### config.mk
export PLATFORM = sky130hd
export DESIGN_NAME = ibex_multdiv_arbiter
export DESIGN_NICKNAME = d
export VERILOG_FILES = /design/src/rtl/ibex_multdiv_arbiter.sv
export SDC_FILE = /design/constraint.sdc
export NUM_CORES = 1
export LEC_CHECK = 0
export BUFFER_PORTS_ARGS = -buffer_cell sky130_fd_sc_hd__buf_4
export CORE_MARGIN = 1
export CORE_UTILIZATION = 40
export CTS_CLUSTER_DIAMETER = 50
export DETAILED_ROUTE_END_ITERATION = 7
export PLACE_DENSITY = 0.72
export SLEW_MARGIN = 5
export SYNTH_ARGS = -nofsm -noshare
export SYNTH_HDL_FRONTEND = slang
export SYNTH_SLANG_ARGS = --single-unit
### constraint.sdc
create_clock -name clk_i -period 2.3 [get_ports clk_i]
set_input_delay 0.115 -clock clk_i [delete_from_list [all_inputs] [get_ports clk_i]]
set_output_delay 0.115 -clock clk_i [all_outputs]
set_load 0.1 [all_outputs]
### src/rtl/ibex_multdiv_arbiter.sv
// Round-robin arbiter that shares one ibex multdiv datapath between two requesters and can pad
// every operation to a fixed latency. The optional watchdog is enabled by IBEX_MDA_WATCHDOG_EN.
module ibex_multdiv_arbiter #(
  parameter int unsigned MUL_LAT     = 3,
  parameter int unsigned DIV_LAT     = 37
`ifdef IBEX_MDA_WATCHDOG_EN
  ,
  parameter int unsigned WDOG_CYCLES = 63
`endif
) (
  input  logic             clk_i,
  input  logic             rst_ni,
  input  logic             data_ind_timing_i,
  input  logic [1:0]       req_valid_i,
  output logic [1:0]       req_ready_o,
  input  logic [1:0][1:0]  req_op_i,
  input  logic [1:0][1:0]  req_signed_mode_i,
  input  logic [1:0][31:0] req_op_a_i,
  input  logic [1:0][31:0] req_op_b_i,
  output logic [1:0]       rsp_valid_o,
  input  logic [1:0]       rsp_ready_i,
  output logic [31:0]      rsp_result_o,
  output logic             rsp_err_o,
  output logic             mult_en_o,
  output logic             div_en_o,
  output logic             mult_sel_o,
  output logic             div_sel_o,
  output logic [1:0]       operator_o,
  output logic [1:0]       signed_mode_o,
  output logic [31:0]      op_a_o,
  output logic [31:0]      op_b_o,
  output logic             multdiv_ready_id_o,
  input  logic [31:0]      multdiv_result_i,
  input  logic             valid_i
);

  typedef enum logic [1:0] {
    IDLE = 2'd0,
    BUSY = 2'd1,
    PAD  = 2'd2,
    RESP = 2'd3
  } state_e;

  typedef enum logic [1:0] {
    MD_OP_MULL = 2'd0,
    MD_OP_MULH = 2'd1,
    MD_OP_DIV  = 2'd2,
    MD_OP_REM  = 2'd3
  } md_op_e;

  // Everything captured at accept and held stable until the next accept.
  typedef struct packed {
    md_op_e      op;
    logic [1:0]  signed_mode;
    logic [31:0] op_a;
    logic [31:0] op_b;
    logic        dit;
    logic        gnt;
  } ctx_t;

  localparam logic [5:0] MUL_LAT_C = 6'(MUL_LAT);
  localparam logic [5:0] DIV_LAT_C = 6'(DIV_LAT);
  localparam logic [5:0] CNT_MAX   = 6'd63;
`ifdef IBEX_MDA_WATCHDOG_EN
  localparam logic [5:0] WDOG_LAST = 6'(WDOG_CYCLES - 1);
`endif

  function automatic logic op_is_div(input md_op_e op);
    return (op == MD_OP_DIV) || (op == MD_OP_REM);
  endfunction

  function automatic logic [1:0] onehot(input logic idx);
    return idx ? 2'b10 : 2'b01;
  endfunction

  state_e      state_q, state_d;
  ctx_t        ctx_q, ctx_d;
  logic        prio_q, prio_d;
  logic [5:0]  cnt_q, cnt_d, cnt_inc;
  logic [31:0] res_q, res_d;
  logic        err_q, err_d;
  logic        mult_en_q, mult_en_d;
  logic        div_en_q, div_en_d;
  logic        mult_sel_q, mult_sel_d;
  logic        div_sel_q, div_sel_d;
  logic        rdy_id_q, rdy_id_d;
  logic [1:0]  rsp_valid_q, rsp_valid_d;
  logic        gnt_idx;
  logic        acc_is_div;
  logic [5:0]  lat;

  // A tie goes to the requester that was not served last.
  always_comb begin
    case (req_valid_i)
      2'b10:   gnt_idx = 1'b1;
      2'b11:   gnt_idx = prio_q;
      default: gnt_idx = 1'b0;
    endcase
  end

  assign acc_is_div = op_is_div(md_op_e'(req_op_i[gnt_idx]));
  assign lat        = op_is_div(ctx_q.op) ? DIV_LAT_C : MUL_LAT_C;
  assign cnt_inc    = (cnt_q == CNT_MAX) ? cnt_q : cnt_q + 6'd1;

  // NOTE: every signal assigned in this block gets a default first, so no path can leave a
  // variable unassigned and infer a latch.
  always_comb begin
    state_d     = state_q;
    ctx_d       = ctx_q;
    prio_d      = prio_q;
    cnt_d       = cnt_q;
    res_d       = res_q;
    err_d       = err_q;
    mult_en_d   = mult_en_q;
    div_en_d    = div_en_q;
    mult_sel_d  = mult_sel_q;
    div_sel_d   = div_sel_q;
    rdy_id_d    = rdy_id_q;
    rsp_valid_d = rsp_valid_q;
    req_ready_o = 2'b00;

    unique case (state_q)
      IDLE: begin
        if (|req_valid_i) begin
          req_ready_o       = onehot(gnt_idx);
          ctx_d.op          = md_op_e'(req_op_i[gnt_idx]);
          ctx_d.signed_mode = req_signed_mode_i[gnt_idx];
          ctx_d.op_a        = req_op_a_i[gnt_idx];
          ctx_d.op_b        = req_op_b_i[gnt_idx];
          ctx_d.dit         = data_ind_timing_i;
          ctx_d.gnt         = gnt_idx;
          prio_d            = ~gnt_idx;
          cnt_d             = '0;
          err_d             = 1'b0;
          mult_sel_d        = ~acc_is_div;
          div_sel_d         = acc_is_div;
          mult_en_d         = ~acc_is_div;
          div_en_d          = acc_is_div;
          rdy_id_d          = 1'b1;
          state_d           = BUSY;
        end
      end

      BUSY: begin
        cnt_d = cnt_inc;
        if (valid_i) begin
          // cnt_q + 1 BUSY cycles have elapsed; exceeding the budget is a timing error.
          res_d     = multdiv_result_i;
          err_d     = ctx_q.dit && (cnt_q >= lat);
          mult_en_d = 1'b0;
          div_en_d  = 1'b0;
          rdy_id_d  = 1'b0;
          state_d   = PAD;
        end
`ifdef IBEX_MDA_WATCHDOG_EN
        else if (cnt_q == WDOG_LAST) begin
          // Ready stays high into RESP so the datapath can drop back to idle.
          res_d       = '0;
          err_d       = 1'b1;
          mult_en_d   = 1'b0;
          div_en_d    = 1'b0;
          rsp_valid_d = onehot(ctx_q.gnt);
          state_d     = RESP;
        end
`endif
      end

      // Always visited once after capture; in DIT mode it holds until the latency budget.
      PAD: begin
        cnt_d = cnt_inc;
        if (!ctx_q.dit || (cnt_q >= lat)) begin
          rsp_valid_d = onehot(ctx_q.gnt);
          state_d     = RESP;
        end
      end

      RESP: begin
        rdy_id_d = 1'b0;
        if (rsp_ready_i[ctx_q.gnt]) begin
          rsp_valid_d = 2'b00;
          mult_sel_d  = 1'b0;
          div_sel_d   = 1'b0;
          state_d     = IDLE;
        end
      end
    endcase
  end

  // NOTE: sequential state uses non-blocking assignments so every register samples the
  // pre-edge values; blocking here would create order-dependent simulation races.
  always_ff @(posedge clk_i or negedge rst_ni) begin
    if (!rst_ni) begin
      state_q     <= IDLE;
      ctx_q       <= '0;
      prio_q      <= 1'b0;
      cnt_q       <= '0;
      res_q       <= '0;
      err_q       <= 1'b0;
      mult_en_q   <= 1'b0;
      div_en_q    <= 1'b0;
      mult_sel_q  <= 1'b0;
      div_sel_q   <= 1'b0;
      rdy_id_q    <= 1'b0;
      rsp_valid_q <= 2'b00;
    end else begin
      state_q     <= state_d;
      ctx_q       <= ctx_d;
      prio_q      <= prio_d;
      cnt_q       <= cnt_d;
      res_q       <= res_d;
      err_q       <= err_d;
      mult_en_q   <= mult_en_d;
      div_en_q    <= div_en_d;
      mult_sel_q  <= mult_sel_d;
      div_sel_q   <= div_sel_d;
      rdy_id_q    <= rdy_id_d;
      rsp_valid_q <= rsp_valid_d;
    end
  end

  assign rsp_valid_o        = rsp_valid_q;
  assign rsp_result_o       = res_q;
  assign rsp_err_o          = err_q;
  assign mult_en_o          = mult_en_q;
  assign div_en_o           = div_en_q;
  assign mult_sel_o         = mult_sel_q;
  assign div_sel_o          = div_sel_q;
  assign operator_o         = ctx_q.op;
  assign signed_mode_o      = ctx_q.signed_mode;
  assign op_a_o             = ctx_q.op_a;
  assign op_b_o             = ctx_q.op_b;
  assign multdiv_ready_id_o = rdy_id_q;

endmodule

After elaboration in Yosys (flattened, before gate mapping)
Cells that the tools add are included.
{"block": "word_totals", "register_bits": 119, "out_inout_bits": 110, "inputBits": 176}
{"block": "classes", "muxes": 39, "order_cmp": 3, "eq_ne": 15, "bitwise_logic": 2, "add_sub_neg": 1, "reduce_logical": 21}
{"operator": "$mux W32", "count": 4}
{"operator": "$mux W2", "count": 13}
{"operator": "$mux W6", "count": 3}
{"operator": "$eq A2 B2 Y1 const B", "count": 8}
{"operator": "$reduce_and A3 Y1", "count": 5}
{"operator": "$pmux W1 S2", "count": 6}
{"operator": "$pmux W6 S2", "count": 1}
{"operator": "$ne A2 B2 Y1 const B", "count": 5}
{"operator": "$mux W1", "count": 9}
{"operator": "$pmux W2 S4", "count": 1}
{"operator": "$reduce_bool A2 Y1", "count": 4}
{"operator": "$add A6 B1 Y6 const B", "count": 1}
{"operator": "$eq A6 B6 Y1 const B", "count": 1}
{"operator": "$ge A6 B6 Y1", "count": 1}
{"operator": "$lt A1 B2 Y1 const B", "count": 2}
{"operator": "$pmux W2 S2", "count": 1}
{"operator": "$reduce_and A2 Y1", "count": 2}
{"operator": "$reduce_and A4 Y1", "count": 1}
{"operator": "$reduce_or A2 Y1", "count": 2}
{"operator": "$logic_or A1 B1 Y1", "count": 3}
{"operator": "$pmux W1 S3", "count": 1}
{"operator": "$reduce_bool A3 Y1", "count": 1}
{"operator": "$eq A2 B1 Y1 const B", "count": 1}
{"operator": "$logic_not A2 Y1", "count": 1}
{"operator": "3 further kinds", "count": 4}

Longest topological paths before layout
{"block": "logic_depth", "word_depth": 9, "mapped_depth": 9}

Worst setup path before layout
OpenSTA, ideal clock, no wires.
{"block": "synth_path", "kind": "register to register", "startpoint": "register state_q[0]", "endpoint": "register ctx_q, in the netlist op_a_o[24]", "path_stages_with_launch": 8, "t_arrival_ns": 2.245, "setup_time_ns": 0.072, "setup_slack_ns": -0.016, "required_ns": 2.228, "path_buffers": 1, "path_cell_list": "dfrtp_1 inv_1 ha_1 inv_2 nor2_2 clkbuf_1 a222oi_1 inv_1"}
{"block": "synth_via", "elab_chain_cells": 2}
{"item": "start: declaration", "line_no": "76", "text": "state_e state_q, state_d;"}
{"item": "start signal: assignment", "line_no": "206", "text": "state_q <= state_d;"}
{"item": "$logic_not A2 Y1", "line_no": "122", "text": "unique case (state_q)"}
{"item": "$reduce_and A2 Y1 (no line)"}
{"item": "end signal: assignment", "line_no": "207", "text": "ctx_q <= ctx_d;"}
{"item": "end: declaration", "line_no": "77", "text": "ctx_t ctx_q, ctx_d;"}
Every way passes these cells.
A chain may end at the register's enable or synchronous reset.

Final worst setup path
{"block": "layout_path", "startpoint": "register state_q[0]", "endpoint": "output req_ready_o[0]"}
{"block": "layout_via", "elab_chain_cells": 2}
{"item": "$logic_not A2 Y1", "line_no": "122"}
{"item": "$mux W2", "line_no": "122"}
{"item": "end: declaration", "line_no": "15", "text": "output logic [1:0] req_ready_o,"}
Every way passes these cells.

==> impl_metrics.json <==
{
  "io-pin-count": 286,
  "placementRows": 43,
  "hold_path_end": "op_b_o[15]$_DFFE_PN0P_",
  "fmaxAchievable_ghz": 0.456,
  "hpwl_mm": 11.2,
  "synth_area_per_cell_um2": 11.3,
  "routed-via-count": 5458,
  "cts-htree-levels": 4,
  "synthDistinctLibCells": 45,
  "drt_pre_antenna_iters": 8,
  "yosys_warnings": 0,
  "maxSlewHeadroom": 0.443,
  "tritoncts_num_sinks": 119,
  "dieHeight_um": 121,
  "num_antenna_cells": 0,
  "ys_top_cells_by_area": "sky130_fd_sc_hd__dfrtp_1, sky130_fd_sc_hd__buf_4, sky130_fd_sc_hd__a222oi_1",
  "regToRegEndpoint": "op_b_o[7]$_DFFE_PN0P_",
  "synth_area_leader_cell": "sky130_fd_sc_hd__dfrtp_1",
  "clock_insertion_delay_worst_skew_ps": 400,
  "arrival_ps": 2080,
  "synth_fp_nets": 685,
  "grt_first_pass_wirelength_mm": 28.4,
  "drc_errors": 3,
  "grt_antenna_before_repair": 0,
  "globalRoute.totalOverflow": 0,
  "floorplan.die.width_um": 121,
  "critical_path.endpoint_type": "output pin",
  "ff2ff_path_depth": 5,
  "maximum_number_of_pins_on_one_net_before_global_route_repair": 60,
  "crit-reg2reg-launch": "prio_q$_DFFE_PN0P_",
  "worst-path-max-fanout": 9,
  "layout-drive-gt1-share": 0.428,
  "root_buffer": "sky130_fd_sc_hd__clkbuf_16",
  "fin_crit_sh": 0.953,
  "critPathSlowestCell": "sky130_fd_sc_hd__dfrtp_1",
  "final.hold.worst_slack_ps": 18.6,
  "clk_transition_reported_paths_ps": 50,
  "report.final.setup_viol": 0,
  "clockBufferDepth": 2,
  "ys_ff_latch": 119,
  "reg2reg_setup_slack_ps": 190,
  "critPathLaunchType": "flop",
  "minimum_period_implied_by_the_final_worst_setup_slack_ps": 2190,
  "grt_setup_unrepaired": "false",
  "initial_utilization": 0.410,
  "violations": "DRC",
  "max_cap_viol_count": 0,
  "critPathMaxStageDelay_ps": 400,
  "setup_total_negative_slack_ps": 0,
  "routed_via_density": 5.23,
  "worst_min_path_start": "req_op_b_i[47]",
  "fill_cells": 958,
  "core_area_mm2": 0.0139,
  "cts_tree": "built",
  "first_global_vias": 5592,
  "cells_along_the_critical_path": "inv_1, ha_1, inv_2, nor2_2, and2_4, buf_6",
  "result_of_the_run": "complete, but fails checks",
  "area_delta_synth_final_pct": 66.0,
  "final_nets": 1034,
  "totalWireLength_mm": 19.2,
  "skew_ps": 9.71,
  "cts_buffers": 17,
  "footprint_of_the_multi_input_gates_mm2": 0.00188,
  "gr-usage-all-layers": 0.257,
  "critPathBufInv": 3,
  "wl_per_cell_um": 18.4,
  "tightest_slew_ps": 832,
  "synthCells": 502,
  "die_area_mm2": 0.0147,
  "path_delay_family": "simple AND/OR/NAND/NOR gates",
  "syn_area_mm2": 0.00569,
  "drtAntennaViolNets": 0,
  "drtIter0Drc": 611,
  "port-buffer-count": 285,
  "timing.hold.worst.class": "in -> reg",
  "hold_viol": 0,
  "layout.area.seq_mm2": 0.00298,
  "required_ps": 2180,
  "yosysSeqAreaShare": 0.524,
  "hold_path_depth": 3,
  "gp_congestion": 0.851,
  "crit_type": "reg -> out",
  "timing_max_transition_violations_final": 0,
  "synth_top_area_frac": 0.524
}
[through the flow]
step | util | instance area, um2 | cells | setup WS, ps
final | 0.680 | 9440 | 1044 | 108
after global routing | 0.680 | 9440 | 1044 | 13.7
after CTS | 0.678 | 9420 | 1041 | 17.0
after detailed placement | 0.540 | 7500 | 879 | 253
after global placement | 0.540 | 7500 | 879 | 305
after floorplan | - | 5690 | 502 | 273
[registers in the layout (all words and copies together), names as in the netlist, 2 cells and up]
register       count
cnt_q              6
rsp_result_o      32
ctx_q              2
state_q            2
signed_mode_o      2
rsp_valid_o        2
operator_o         2
op_b_o            32
op_a_o            32
[cells by family after synthesis]
family | share of synthesized area
AO/OA/AOI/OAI | 0.137
buffers and inverters | 0.152
flip-flops | 0.524
AND/OR/NAND/NOR | 0.0647
multiplexers | 0.107
adder cells (fa/ha/maj) | 0.0154
[Yosys cell counts, drive strengths merged]
master   instances
nor4bb           1
o41ai            1
nor2             7
a222oi          46
and3             1
a22oi            1
o211ai           1
a22o             3
and2b            1
nand2b           3
clkbuf          11
nor4b            1
a211o            2
a21oi            4
and2             1
nand2           38
buf             86
inv             51
nor4             1
nand3b           1
or3b             1
or3              2
o21ai           30
nor2b            3
or2              1
nand4            1
nor3b            2
a2111oi          1
ha               7
o31ai            2
nor3             5
a21o             4
mux2            33
mux2i           23
a2bb2oi          1
nand3            6
dfrtp          119
[worst max-delay path by stage]
| stage | startpoint | end | depth (start not counted) |
|---|---|---|---|
| CTS | state_q[0]$_DFFE_PN0P_ | req_ready_o[0] | 6 |
| global placement | state_q[0]$_DFFE_PN0P_ | req_ready_o[0] | 6 |
| floorplan | state_q[0]$_DFFE_PN0P_ | op_a_o[24]$_DFFE_PN0P_ | 8 |
| detailed placement | state_q[0]$_DFFE_PN0P_ | req_ready_o[0] | 6 |
| finish | state_q[0]$_DFFE_PN0P_ | req_ready_o[0] | 6 |
| global route | state_q[0]$_DFFE_PN0P_ | req_ready_o[0] | 6 |
[what timing repair did]
| item | in CTS | in global routing |
|---|---|---|
| resized for setup | 2 | 0 |
| gates cloned | 2 | 0 |
| hold buffers | 128 | 0 |
| endpoints found under the hold margin | 114 | 0 |
| buffers inserted | 0 | 3 |
| endpoints found under the setup margin | 1 | 1 |
[per-layer routing]
| metal | global-route usage | share of wire |
|---|---|---|
| met5 | 0 | 0 |
| met4 | 0.146 | 0.040 |
| met3 | 0.0738 | 0.087 |
| met2 | 0.446 | 0.51 |
| met1 | 0.281 | 0.36 |
[worst register-to-register path, cell delays in order (launching register included)]
cell and delay, ps:
sky130_fd_sc_hd__dfrtp_1 410, sky130_fd_sc_hd__o21ai_4 300, sky130_fd_sc_hd__buf_4 400, sky130_fd_sc_hd__mux2i_1 220, sky130_fd_sc_hd__dlygate4sd3_1 570, sky130_fd_sc_hd__o21ai_0 90
[cell usage in the layout (no fill, tap or decap), types with 2 or more instances in the layout]
master and count:
sky130_fd_sc_hd__o21ai_0 27, sky130_fd_sc_hd__o21ai_4 2, sky130_fd_sc_hd__a211o_1 2, sky130_fd_sc_hd__buf_4 293
sky130_fd_sc_hd__clkinvlp_4 2, sky130_fd_sc_hd__nor2_1 5, sky130_fd_sc_hd__a222oi_1 46, sky130_fd_sc_hd__buf_12 3
sky130_fd_sc_hd__clkinv_2 2, sky130_fd_sc_hd__bufinv_16 4, sky130_fd_sc_hd__nor3b_1 2, sky130_fd_sc_hd__nand2_1 38
sky130_fd_sc_hd__clkbuf_16 17, sky130_fd_sc_hd__clkbuf_1 5, sky130_fd_sc_hd__inv_2 2, sky130_fd_sc_hd__mux2i_1 23
sky130_fd_sc_hd__and2_2 2, sky130_fd_sc_hd__a21oi_1 4, sky130_fd_sc_hd__nor2b_1 3, sky130_fd_sc_hd__nand2b_1 3
sky130_fd_sc_hd__ha_1 7, sky130_fd_sc_hd__a21o_1 4, sky130_fd_sc_hd__clkbuf_8 2, sky130_fd_sc_hd__dlygate4sd3_1 128
sky130_fd_sc_hd__nand3_1 6, sky130_fd_sc_hd__nor3_1 5, sky130_fd_sc_hd__o31ai_1 2, sky130_fd_sc_hd__a22o_1 3
sky130_fd_sc_hd__mux2_2 32, sky130_fd_sc_hd__inv_1 49, sky130_fd_sc_hd__or3_1 2, sky130_fd_sc_hd__dfrtp_1 119
[layout make-up]
type / instances / area share
clock buffers: 24 / 0.0500
clock inverters: 8 / 0.0154
inverters: 51 / 0.0203
multi-input cells: 237 / 0.199
flip-flops and latches: 119 / 0.315
well taps: 180 / 0.0239
repair buffers: 425 / 0.376
Power is left out: the tool's default activity adds up to more than one toggle a clock period on the data nets, which glitch-free logic cannot reach.
